File: config.mk
export PLATFORM = sky130hd
export DESIGN_NAME = param_seq_detector
export DESIGN_NICKNAME = d
export VERILOG_FILES = /design/src/rtl/param_seq_detector.sv
export SDC_FILE = /design/constraint.sdc
export NUM_CORES = 1
export LEC_CHECK = 0
export CAP_MARGIN = 25
export CORE_MARGIN = 10
export CORE_UTILIZATION = 50
export CTS_BUF_LIST = sky130_fd_sc_hd__clkbuf_16
export DETAILED_ROUTE_END_ITERATION = 10
export PLACE_DENSITY = 0.77
export SLEW_MARGIN = 30
export SYNTH_ARGS = -nofsm -noshare
export SYNTH_HDL_FRONTEND = slang
export SYNTH_SLANG_ARGS = --single-unit
File: constraint.sdc
create_clock -name clk -period 3.5 [get_ports clk]
set_clock_uncertainty 0.05 [all_clocks]
set_input_delay 0.7 -clock clk [delete_from_list [all_inputs] [get_ports clk]]
set_output_delay 0.7 -clock clk [all_outputs]
set_load 0.03 [all_outputs]
File: src/rtl/param_seq_detector.sv
// Serial pattern detector with a runtime-loadable pattern and length,
// optional overlapping matches, and a saturating match counter.
module param_seq_detector #(
  parameter int               PAT_W       = 8,
  parameter int               CNT_W       = 16,
  parameter logic [PAT_W-1:0] PAT_DEFAULT = 8'b0011_0101,
  parameter int               LEN_DEFAULT = 6,
  localparam int              LEN_W       = $clog2(PAT_W) + 1
) (
  input  logic             clk,
  input  logic             rst,
  input  logic             data_in,
  input  logic             data_valid,
  input  logic             cfg_load,
  input  logic [PAT_W-1:0] cfg_pattern,
  input  logic [LEN_W-1:0] cfg_len,
  input  logic             overlap_en,
  input  logic             cnt_clr,
  output logic             data_out,
  output logic [CNT_W-1:0] match_count,
  output logic [LEN_W-1:0] fill
);

  logic [PAT_W-1:0] history;
  logic [PAT_W-1:0] act_pat;
  logic [LEN_W-1:0] act_len;

  logic [PAT_W-1:0] hist_nxt;
  logic [PAT_W-1:0] mask;
  logic [LEN_W:0]   fill_p1;
  logic             fill_full;
  logic [LEN_W-1:0] fill_inc;
  logic [LEN_W-1:0] len_clamped;
  logic             match;
  logic             unused_hist_msb;

  // The oldest history bit only ever shifts out; matching uses the updated history.
  assign unused_hist_msb = history[PAT_W-1];

  assign hist_nxt    = {history[PAT_W-2:0], data_in};
  assign fill_p1     = {1'b0, fill} + (LEN_W+1)'(1);
  assign fill_full   = fill_p1 >= {1'b0, act_len};
  assign fill_inc    = fill_full ? act_len : fill_p1[LEN_W-1:0];
  assign len_clamped = (cfg_len > LEN_W'(PAT_W)) ? LEN_W'(PAT_W) : cfg_len;

  always_comb begin
    mask = '0;
    for (int i = 0; i < PAT_W; i++) begin
      mask[i] = (i < int'(act_len));
    end
  end

  // A length of zero never matches, even though the empty mask would compare equal.
  assign match = data_valid && !cfg_load && (act_len != '0) && fill_full &&
                 (((hist_nxt ^ act_pat) & mask) == '0);

  always_ff @(posedge clk) begin
    if (rst) begin
      history     <= '0;
      fill        <= '0;
      data_out    <= 1'b0;
      match_count <= '0;
      act_pat     <= PAT_DEFAULT;
      act_len     <= LEN_W'(LEN_DEFAULT);
    end else begin
      data_out <= match;

      if (cfg_load) begin
        act_pat <= cfg_pattern;
        act_len <= len_clamped;
        fill    <= '0;
      end else if (data_valid) begin
        history <= hist_nxt;
        if (match && !overlap_en) fill <= '0;
        else                      fill <= fill_inc;
      end

      if (cnt_clr)                            match_count <= '0;
      else if (match && (match_count != '1)) match_count <= match_count + CNT_W'(1);
    end
  end

endmodule

==> run metrics, run 1 <==
status finished, final reports clean; Worst Tran Pin Value 0.705 ns; Post-Route WL 4770 um; final hold slack 0.438 ns; Lkg Pwr 0.000993 uW; P per Cell Area 388 nW/um2; Setup WS pre-CTS 0.368 ns; vias per std cell 5.52; clock root buffer clkbuf_16; Finish-stage setup viols 0; Hold Violations, Final 0; DR pass1 iterations 4; Die X 83.4 um; I/O Pins 40; ANT nets after route 0; Placeable Area 3770 um2; Critical Path Max Stage Delay 0.49 ns; ys async rst share 0; Filler cells 326; Final nets 304; gpl congestion 0.828; Top FF cell, synth dfxtp_1; most common cell after layout, fill and taps aside dfxtp_1; # rows 22; TritonCTS Sinks 40; die footprint 6960 um2; setup tns final 0 ns; total number of vias 1,809; Crit Path Max Fanout 7; yosys warns 0; GRT Total Usage 0.135; CP max-delay cell clkdlybuf4s50_1; Core Util, Final 0.682; syn nets 266; Tightest Hold Check Type flop to flop; post-route design area 2570 um2; Mean Syn Cell Area 8.35 um2; Initial Util 0.534; drt drc 0; crit path kind input port to flop; Max Slew Vio Count 0; Max-cap violations 0; Yosys reg bits 40; Worst Setup Start Kind input port; Synth Instances 241; FMAX 351 MHz; total gr overflow 0; Arr. time, crit path 3.02 ns; fin worst setup slack 0.650 ns; sequential cell area fraction in the yosys report 0.398; Netlist Area Pre-Place 2010 um2; ant diodes 0; hold_buf cts 0; Layout area overhead 27.9%; WL/cell 14.5 um; Reg clk slew, reported paths 0.06 ns; Starting DRT DRC Count 104; TritonCTS clock tree built; Setup Buffers After CTS 0; cts repair resizes 0; worst path cell trace clkdlybuf4s50_1 > nand2b_1 > a2111oi_0 > o2111ai_2 > nor3_2 > or4b_1 > nand2_1; RSZ-0062 raised after global routing no; pin count of the biggest net entering global routing 26; placed cell areas 2440 um2; IO buf count 39; Setup crit end kind flop; Peak VDD IR 0.305 mV; period utilization 0.814; vias in the first global route 1,749; H-Tree Depth 2; Die H 83.4 um; insertion delay to the later sink of the worst-skew pair 0.27 ns; initial antenna violation count 0; Yosys cell types 41; layout cell share with drive strength beyond 1 0.0643; Data required, critical path 3.67 ns; Post-synth EDFFs 0; Worst slew margin 0.525; crit path time final 2.85 ns; most frequent cells in the layout dfxtp_1 (40), clkdlybuf4s50_1 (39), nand2_1 (32), nor2_1 (23), a21oi_1 (20); maximum clock path buffer count 2; first-pass GRT wire length 8170 um; Post-DP HPWL 3480 um; TritonCTS buffer count 5
## flip-flops by register name (all words and copies together), names as in the netlist
| name | cells |
|---|---|
| fill | 4 |
| match_count | 16 |
| act_pat | 8 |
| act_len | 4 |
| data_out | 1 |
| history | 7 |
## layout make-up
class	count	area, um2	area share
repair buffers	43	420	0.163
clock inverters	3	11.3	0.00438
well taps	48	60.1	0.0233
clock buffers	5	125	0.0486
multi-input cells	184	1140	0.442
inverters	5	18.8	0.00730
flip-flops and latches	40	801	0.311
## power breakdown
part	leakage (uW)	internal [uW]	switching (uW)
Clock	0.0000738	256	166
Combinational	0.000593	48.7	47.9
Sequential	0.000325	467	12.2
## worst paths after layout
| path | depth (start not counted) | slack (ns) | from | to |
|---|---|---|---|---|
| max reg2reg | 8 | 0.90 | fill[0] | fill[3] |
| min reg2reg | 2 | 0.44 | history[2] | history[3] |
| max | 7 | 0.65 | data_valid | match_count[5] |
| min | 2 | 0.44 | history[2] | history[3] |
## per-stage QoR
stage                     instances  total power [uW]
after floorplan                 241               547
after global placement          320               583
after detailed placement        320               585
after CTS                       328              1000
after global routing            328              1030
final                           328               998
## Yosys cell counts, types with 4 or more instances
cell type | n | area (um2)
dfxtp_1 | 40 | 801
nand2_1 | 32 | 120
nor2_1 | 23 | 86.3
a21oi_1 | 20 | 100
o21ai_0 | 13 | 65.1
clkbuf_1 | 8 | 30.0
xor2_1 | 8 | 70.1
mux2i_1 | 7 | 70.1
nand3_1 | 7 | 35.0
and2_1 | 6 | 37.5
ha_1 | 6 | 75.1
or3_1 | 6 | 37.5
a211o_1 | 5 | 43.8
inv_1 | 5 | 18.8
nor2b_1 | 5 | 31.3
xnor2_1 | 5 | 43.8
a211oi_1 | 4 | 30.0
a31o_2 | 4 | 35.0
and3_1 | 4 | 25.0
## logic make-up after synthesis
family	count (synthesis)	synth area share
mux	7	0.0348
buf+inv	17	0.0373
flops	40	0.398
fa+ha+maj	6	0.0373
compound gates	57	0.183
xor+xnor	13	0.0566
simple gates	101	0.253
## layer usage
metal,vias up,part of all wire,global-route usage
met5,-,0,0
met4,0,0.0092,0.0454
met3,4,0.050,0.0371
met2,37,0.49,0.223
met1,840,0.46,0.164
li1,928,-,-
## worst max-delay path, delay by kind of cell
family | cells | cell delay (ns)
buffers and inverters | 1 | 0.49
AOI/OAI and AO/OA | 2 | 0.78
and+or+nand+nor | 4 | 1.04
Power figures use the tool's default switching activity.
==> run 2, diff against run 1 <==
CORE_UTILIZATION = 46   (was 50)
PLACE_DENSITY = 0.74   (was 0.77)
clock period = 2.29 ns   (was 3.5 ns; I/O delays follow)
==> run 2 against run 1 <==
The run now ends with setup timing left; via count grew 4.0%; final cell count grew 7.0%; design area grew 11%; register-to-register slack lost 0.90 ns; critical path type unchanged.
==> run metrics, run 2 (same netlist as run 1, synthesis figures left out) <==
status complete, but fails checks; failing checks setup timing; Final nets 325 (+6.9%); layout cell share with drive strength beyond 1 0.186 (+0.122); clock root buffer clkbuf_16; most frequent cells in the layout clkdlybuf4s50_1 (39), dfxtp_1 (35), nand2_1 (32), nor2_1 (22), buf_4 (22); Hold Violations, Final 0 (unchanged); pin count of the biggest net entering global routing 22 (-15%); ANT nets after route 0 (unchanged); reg2reg start act_len[2]; fin worst setup slack -0.0109 ns (-0.661 ns); Data required, critical path 2.41 ns (-1.26 ns); start point of the critical path data_in; r2r setup slk 0 ns (-0.90 ns); Tot Pwr 1570 uW (+57%); I/O Pins 40 (unchanged); TritonCTS buffer count 5 (unchanged); CP dominant cell by count buf_4; Placeable Area 4120 um2 (+9.1%); Crit Path Max Fanout 7 (unchanged); Worst slew margin 0.626 (+0.102); Peak VDD IR 0.431 mV (+41%); Reg clk slew, reported paths 0.05 ns (about the same); Worst Reg-to-Reg Cells 7 (-1); Lkg Pwr 0.00111 uW (+11%); FF/Latch Area 810 um2 (+1.1%); TritonCTS clock tree built; Max Slew Vio Count 0 (unchanged); placed insts 340 (+6.3%); GRT Total Usage 0.136 (+0.000740); ant diodes 0 (unchanged); Setup crit end kind flop; crit path time final 2.30 ns; DR pass1 iterations 4 (unchanged); Post-Route WL 5110 um (+7.1%); Worst Setup Start Kind input port; Biggest register match_count; Finish-stage setup viols 4 (+4); gpl congestion 0.824 (-0.52%); reg2reg end match_count[2]; Core Util, Final 0.694 (+0.0114); total number of vias 1,881 (+4.0%); first-pass GRT wire length 8400 um (+2.8%); Critical Path Max Stage Delay 0.44 ns (-0.05 ns); Regs by FF count match_count x16, act_pat x8, history x7; Die X 86.1 um (+3.2%); worst path cell trace clkdlybuf4s50_1 > xor2_1 > a2111oi_2 > buf_4 > o2111ai_4 > nor3_2 > buf_4 > a21oi_1 > a31o_2; most common cell after layout, fill and taps aside clkdlybuf4s50_1; WL/cell 14.5 um (about the same); P per Cell Area 549 nW/um2 (+41%); maximum clock path buffer count 2 (unchanged); Post-Layout Cell Count 351 (+7.0%); FMAX 435 MHz; RSZ-0062 raised after global routing yes; Starting DRT DRC Count 84 (-19%); Die H 86.1 um (+3.2%); Initial Util 0.489 (-0.0446); crit path kind input port to flop; final hold slack 0.421 ns (-0.0174 ns); critical path endpoint match_count[2]; Post-DP HPWL 3680 um (+5.7%); Arr. time, crit path 2.42 ns (-0.60 ns); Max-cap violations 0 (unchanged); total gr overflow 0 (unchanged); die footprint 7420 um2 (+6.6%); CP max-delay cell clkdlybuf4s50_1; Tightest Hold Check Type flop to flop; Worst Hold Depth 2 (unchanged); vias in the first global route 1,842 (+5.3%); max reg flops 16 (unchanged); period utilization 1.00; initial antenna violation count 0 (unchanged); TritonCTS Sinks 40 (unchanged); # rows 23 (+4.5%); drt drc 0 (unchanged); Layout area overhead 41.9%; vias per std cell 5.36 (-2.8%); Filler cells 326 (unchanged); Worst Tran Pin Value 0.556 ns (-0.149 ns); IO buf count 39 (unchanged); area of the multi-input gates 1230 um2 (+8.1%); insertion delay to the later sink of the worst-skew pair 0.28 ns (about the same); H-Tree Depth 2 (unchanged)
-- run 2: cell count changes in the layout (fill, tap and decap cells not counted), moves of 2 or more --
cell,change
buf_4,+18
dfxtp_1,-5
dfxtp_2,+4
o21ai_0,-3
o21ai_1,+3
a21oi_1,-2
a21oi_2,+2
buf_6,+2
nor4_1,-2
or3_1,-2
or3_4,+2
-- run 2: worst min-delay path by stage --
stage | to | from
after floorplan | history[6] | history[6]
after global placement | history[6] | history[6]
after detailed placement | history[6] | history[6]
after CTS | history[6] | history[6]
after global routing | history[6] | history[6]
final | history[6] | history[6]
-- run 2: per-stage QoR --
stage               cell area, um2  TNS, ns  worst slack [ns]
global placement              2590    -6.97            -0.407
floorplan                     2020        0            0.0101
global route                  2850    -1.06            -0.135
detailed placement            2590    -7.13            -0.432
CTS                           2750        0            0.0222
finish                        2850  -0.0167           -0.0109
-- run 2: final cells by class --
type / instances / share of cell area
Multi-Input combinational cell: 184 / 0.431
Sequential cell: 40 / 0.284
Timing Repair Buffer: 64 / 0.210
Clock buffer: 5 / 0.0438
Tap cell: 50 / 0.0219
Inverter: 5 / 0.00658
Clock inverter: 3 / 0.00395
-- run 2: critical path, delay by kind of cell --
kind / cells / cell delay (ns)
buf+inv: 3 / 0.81
compound gates: 4 / 0.70
simple gates: 1 / 0.26
xor+xnor: 1 / 0.19
-- run 2: metal layers --
layer	vias up	global-route usage	wire (um)	part of all wire
li1	971	-	-	-
met1	861	0.165	2350	0.46
met2	41	0.220	2470	0.48
met3	8	0.0464	209	0.041
met4	0	0.0389	77	0.015
met5	-	0	0	0
-- run 2: repair_timing --
action | 4_1_cts | 5_1_grt
gates resized for setup | 5 | 21
hold buffers | 0 | 0
buffers inserted | 0 | 3
pin swaps | 0 | 18
endpoints found under the setup margin | 16 | 19
-- run 2: where the power goes --
group          switching [uW]  leakage [uW]  total, uW  internal [uW]
combinational            92.5      0.000706        192           99.5
sequential               16.0      0.000326        730            714
clock                     253     0.0000738        644            391
